**src/rtl/ama_riscv_mem_arbiter.sv**
```systemverilog
// ---------------------------------------------------------------------------
// ama_riscv_mem_arbiter
// Shares one single-port unified memory between instruction fetch (IF stage)
// and load/store (MEM stage). Data wins by default; a starvation counter
// forces a fetch grant after STARVE_LIMIT data grants with fetch waiting.
// Only one memory transaction is outstanding at a time.
//
// Ports
//   clk, rst        : clock, synchronous active-high reset
//   if_req/if_addr  : fetch request and address, held until if_gnt
//   if_flush        : redirect, drops the response of an in-flight fetch
//   if_gnt/if_valid : fetch accepted / fetched word valid (1-cycle pulses)
//   if_rdata        : registered fetched instruction
//   d_req/d_we/d_addr/d_wdata : data request, byte enables (0 = load), addr, store data
//   d_gnt/d_valid   : data accepted / load data valid or store done (pulses)
//   d_rdata         : registered load data
//   mem_req/mem_we/mem_addr/mem_wdata : registered memory request, held until mem_ack
//   mem_ack/mem_rdata : memory completion with same-cycle read data
//   busy            : high whenever a transaction is in progress
// ---------------------------------------------------------------------------
module ama_riscv_mem_arbiter #(
   parameter int ADDR_W       = 32,
   parameter int DATA_W       = 32,
   parameter int STARVE_LIMIT = 4
) (
   input  logic                clk,
   input  logic                rst,
   input  logic                if_req,
   input  logic [ADDR_W-1:0]   if_addr,
   input  logic                if_flush,
   output logic                if_gnt,
   output logic                if_valid,
   output logic [DATA_W-1:0]   if_rdata,
   input  logic                d_req,
   input  logic [DATA_W/8-1:0] d_we,
   input  logic [ADDR_W-1:0]   d_addr,
   input  logic [DATA_W-1:0]   d_wdata,
   output logic                d_gnt,
   output logic                d_valid,
   output logic [DATA_W-1:0]   d_rdata,
   output logic                mem_req,
   output logic [DATA_W/8-1:0] mem_we,
   output logic [ADDR_W-1:0]   mem_addr,
   output logic [DATA_W-1:0]   mem_wdata,
   input  logic                mem_ack,
   input  logic [DATA_W-1:0]   mem_rdata,
   output logic                busy
);

   localparam int         BE_W       = DATA_W / 8;
   localparam logic [3:0] STARVE_MAX = 4'(STARVE_LIMIT);

   typedef enum logic [1:0] {IDLE, BUSY_I, BUSY_D} state_t;

   state_t              state_q;
   logic [3:0]          starveCnt_q, starveCnt_d;
   logic                drop_q;
   logic                memReq_q;
   logic [BE_W-1:0]     memWe_q;
   logic [ADDR_W-1:0]   memAddr_q;
   logic [DATA_W-1:0]   memWdata_q;
   logic                ifValid_q, dValid_q;
   logic [DATA_W-1:0]   ifRdata_q, dRdata_q;
   logic                dWins;

   // Winner selection in IDLE. Data loses only when fetch is waiting and has
   // already been passed over STARVE_LIMIT times. Grants are masked in reset
   // so every output reads 0 while rst is held.
   always_comb begin
      dWins  = d_req && !(if_req && (starveCnt_q == STARVE_MAX));
      d_gnt  = 1'b0;
      if_gnt = 1'b0;
      if (!rst && (state_q == IDLE)) begin
         d_gnt  = dWins;
         if_gnt = if_req && !dWins;
      end
   end

   // Starvation counter: counts data grants that bypassed a waiting fetch,
   // saturates at the limit, and restarts whenever fetch is served or idle.
   always_comb begin
      starveCnt_d = starveCnt_q;
      if (!if_req || if_gnt) begin
         starveCnt_d = 4'd0;
      end else if (d_gnt && (starveCnt_q < STARVE_MAX)) begin
         starveCnt_d = starveCnt_q + 4'd1;
      end
   end

   // Main FSM with registered memory-side and response outputs. The memory
   // request is captured at the grant edge and held until the ack edge; the
   // owner's valid pulse is produced one cycle after the ack. mem_ack is only
   // looked at in the BUSY states, so stray acks in IDLE are harmless.
   always_ff @(posedge clk) begin
      if (rst) begin
         state_q     <= IDLE;
         starveCnt_q <= 4'd0;
         drop_q      <= 1'b0;
         memReq_q    <= 1'b0;
         memWe_q     <= '0;
         memAddr_q   <= '0;
         memWdata_q  <= '0;
         ifValid_q   <= 1'b0;
         dValid_q    <= 1'b0;
         ifRdata_q   <= '0;
         dRdata_q    <= '0;
      end else begin
         starveCnt_q <= starveCnt_d;
         ifValid_q   <= 1'b0;
         dValid_q    <= 1'b0;
         case (state_q)
            IDLE: begin
               drop_q <= 1'b0;
               if (d_gnt) begin
                  memReq_q   <= 1'b1;
                  memWe_q    <= d_we;
                  memAddr_q  <= d_addr;
                  memWdata_q <= d_wdata;
                  state_q    <= BUSY_D;
               end else if (if_gnt) begin
                  memReq_q   <= 1'b1;
                  memWe_q    <= '0;
                  memAddr_q  <= if_addr;
                  memWdata_q <= '0;
                  state_q    <= BUSY_I;
               end
            end
            BUSY_I: begin
               // A flush in the ack cycle itself must also drop the response,
               // so the live if_flush is combined with the sticky flag.
               if (if_flush) begin
                  drop_q <= 1'b1;
               end
               if (mem_ack) begin
                  memReq_q <= 1'b0;
                  drop_q   <= 1'b0;
                  state_q  <= IDLE;
                  if (!(drop_q || if_flush)) begin
                     ifValid_q <= 1'b1;
                     ifRdata_q <= mem_rdata;
                  end
               end
            end
            BUSY_D: begin
               // Stores still complete with d_valid but keep the last load data.
               if (mem_ack) begin
                  memReq_q <= 1'b0;
                  dValid_q <= 1'b1;
                  state_q  <= IDLE;
                  if (memWe_q == '0) begin
                     dRdata_q <= mem_rdata;
                  end
               end
            end
            default: begin
               memReq_q <= 1'b0;
               state_q  <= IDLE;
            end
         endcase
      end
   end

   assign mem_req   = memReq_q;
   assign mem_we    = memWe_q;
   assign mem_addr  = memAddr_q;
   assign mem_wdata = memWdata_q;
   assign if_valid  = ifValid_q;
   assign if_rdata  = ifRdata_q;
   assign d_valid   = dValid_q;
   assign d_rdata   = dRdata_q;
   assign busy      = (state_q != IDLE);

endmodule
```
**config.mk**
```make
export PLATFORM = sky130hd
export DESIGN_NAME = ama_riscv_mem_arbiter
export DESIGN_NICKNAME = d
export VERILOG_FILES = /design/src/rtl/ama_riscv_mem_arbiter.sv
export SDC_FILE = /design/constraint.sdc
export NUM_CORES = 1
export LEC_CHECK = 0
export BUFFER_PORTS_ARGS = -buffer_cell sky130_fd_sc_hd__buf_4
export CORE_MARGIN = 8
export CORE_UTILIZATION = 45
export CTS_CLUSTER_SIZE = 16
export DETAILED_ROUTE_END_ITERATION = 8
export HOLD_SLACK_MARGIN = 0.03
export PLACE_DENSITY = 0.79
export SLEW_MARGIN = 0
export SYNTH_ARGS = -nofsm -noshare
export SYNTH_HDL_FRONTEND = slang
export SYNTH_SLANG_ARGS = --single-unit
```
**constraint.sdc**
```tcl
create_clock -name clk -period 2.2 [get_ports clk]
set_input_delay 0 -clock clk [delete_from_list [all_inputs] [get_ports clk]]
set_output_delay 0 -clock clk [all_outputs]
set_load 0.05 [all_outputs]
```
==> qor.csv <==
metric,value,unit
worstHoldEndpoint,d_rdata[4]$_SDFFE_PP0P_,
cts_buffers,17,
syn_avg_cell_area,8.77,µm²
overflow,0,
ys_types,36,
place.gp.congestion,0.796,
min_path_cells,2,
first_iter_violations,610,
synth-edff-count,0,
vias,6399,
arrival,2420,ps
relSlewSlack,0.239,
htreeDepth,4,
ys_ff_latch,142,
cts_root_buffer,clkbuf_16,
ys.flop_type,dfxtp_1,
powerDensity,835,nW/µm²
r2r-end,state_q[1]$_SDFFE_PP0P_,
drive_above_1_share,0.320,
drt-vias-per-instance,5.51,
crit_path_start,starveCnt_q[0]$_SDFFE_PP0P_,
wire_per_inst,19.6,µm
synthToLayoutAreaGrowth,77.4,%
grt_setup_unrepaired,no,
reg2regPathDepth,7,
period_minus_slack,2080,ps
cts.clk_slew.worst_paths,60,ps
synthArstFlopShare,0,
synth_nets,757,
antenna_found_initial,2,
grtUsageTotal,0.278,
ff2ff_setup_slack,120,ps
max_cap_violations,0,
cts_tree,done,
ios,276,
cp_max_fo,36,
yosysWarnings,0,
grt_max_degree,56,
clock_sinks,142,
max-vdd-ir-drop,0.000448,V
hold_path_class,in -> reg,
row_count,40,
slew_viol_final,0,
synth_area,5390,µm²
dpl-instance-area,7480,µm²
critPathCaptureType,flip-flop,
clock.fmax,481,MHz
drc,0,
synth_top_area_cell,dfxtp_1,
fillers,683,
startpoint_type,flip-flop,
final_antenna_net_count,0,
stdcell_area,9560,µm²
final_nets,1143,
grt_pass1_wl,35800,µm
setup_viol,0,
clockBufferDepth,2,
timing_hold_violations_final,0,
core,11900,µm²
firstDrtPassIters,5,
fin_crit_sh,0.944,
layout.cells.most_common,buf_4,
synthTopCellsByArea,"dfxtp_1, nand2_1, a21oi_1",
finClkSkew,10.5,ps
die_h,125,µm
outcome,completed,
io_buffers,275,
worstSkewPairLatency,410,ps
p_leak,4.08,nW
wl,22700,µm
r2r-start,starveCnt_q[0]$_SDFFE_PP0P_,
first_global_vias,6872,
synth_cells,614,
hpwl,13500,µm
final_cell_mix,"buf_4, dfxtp_1, dlygate4sd3_1",
crit_required,2540,ps
die_w,125,µm
criticalPathCategory,reg -> reg,
start_util,0.454,
finalSetupTns,0,ps
tightestPinTransition,1140,ps
ys_seq_area_frac,0.528,
synth.top_cell.area_share,0.528,
min_from,rst,
die-area,15700,µm²
## Yosys cell counts, types with 2 or more instances
cell type	instances
buf_6	4
nand4bb_1	2
o21ai_0	6
clkbuf_1	33
nor4bb_1	2
a22o_1	36
nor3_1	33
buf_2	18
ha_1	5
a211oi_1	4
nand2_1	131
o21ai_1	30
or2_1	2
a311oi_1	32
a21oi_1	68
dfxtp_1	142
buf_1	3
nor2_1	5
nand2b_1	2
nand3_1	34
inv_1	7
## stage by stage
stage	setup slack, ps	instances	utilization	power (mW)	hold WS (ps)
floorplan	377	614	-	3.94	133
CTS	11.7	1160	0.803	7.93	82.9
global placement	326	991	0.631	4.53	216
global route	49.8	1162	0.806	8.22	123
detailed placement	162	991	0.631	4.56	221
finish	123	1162	0.806	7.98	111
## routing by layer
metal  vias up  routed length, µm  GRT usage
li1       2955                  -          -
met1      3034               8710      0.302
met2       359              11200      0.482
met3        51               2190     0.0986
met4         0                654      0.117
met5         -                  0          0
## critical path, cell delays in order, from the launching register on
cell and delay [ps]:
dfxtp_2 350, inv_1 60, ha_1 190, and4b_1 280
buf_12 200, nand4b_1 180, a31oi_1 180, dlygate4sd3_1 570
## where the power goes
group / leakage (nW) / switching, mW / internal [mW]
combinational: 2.61 / 1.21 / 0.725
clock: 0.318 / 1.08 / 2.11
sequential: 1.16 / 0.113 / 2.74
total: 4.08 / 2.40 / 5.58
## state kept, by name, summed over array words and instances (netlist names)
| name | cells |
|---|---|
| d_rdata | 32 |
| if_rdata | 32 |
| mem_addr | 32 |
| mem_wdata | 32 |
| mem_we | 4 |
| starveCnt_q | 4 |
| state_q | 2 |
| d_valid | 1 |
| drop_q | 1 |
| if_valid | 1 |
| mem_req | 1 |
## layout make-up
| type | instances | area [µm²] | share of cell area |
|---|---|---|---|
| flip-flops and latches | 142 | 2840 | 0.298 |
| clock inverters | 9 | 180 | 0.0189 |
| clock buffers | 23 | 478 | 0.0500 |
| multi-input cells | 407 | 2280 | 0.239 |
| inverters | 7 | 26.3 | 0.00275 |
| repair buffers | 425 | 3560 | 0.372 |
| well taps | 147 | 184 | 0.0192 |
| diodes | 2 | 5.00 | 0.000524 |
## cells by family after synthesis
group           share of synthesized area
flops                               0.528
simple gates                        0.189
fa+ha+maj                          0.0116
buf+inv                            0.0551
compound gates                      0.217
## what timing repair did
item | in CTS | in global routing
buffers inserted | 0 | 0
hold endpoints to repair | 139 | 0
endpoints found under the setup margin | 1 | 2
gates resized for setup | 2 | 8
hold buffers | 137 | 0
## worst max path at each step
stage / endpoint / slack (ps)
after floorplan: mem_we[0]$_SDFFE_PP0P_ / 380
after global placement: mem_addr[31]$_SDFFE_PP0P_ / 330
after detailed placement: mem_addr[2]$_SDFFE_PP0P_ / 160
after CTS: state_q[1]$_SDFFE_PP0P_ / 10
after global routing: state_q[1]$_SDFFE_PP0P_ / 50
final: state_q[1]$_SDFFE_PP0P_ / 120
(Power assumes the default switching activity.)
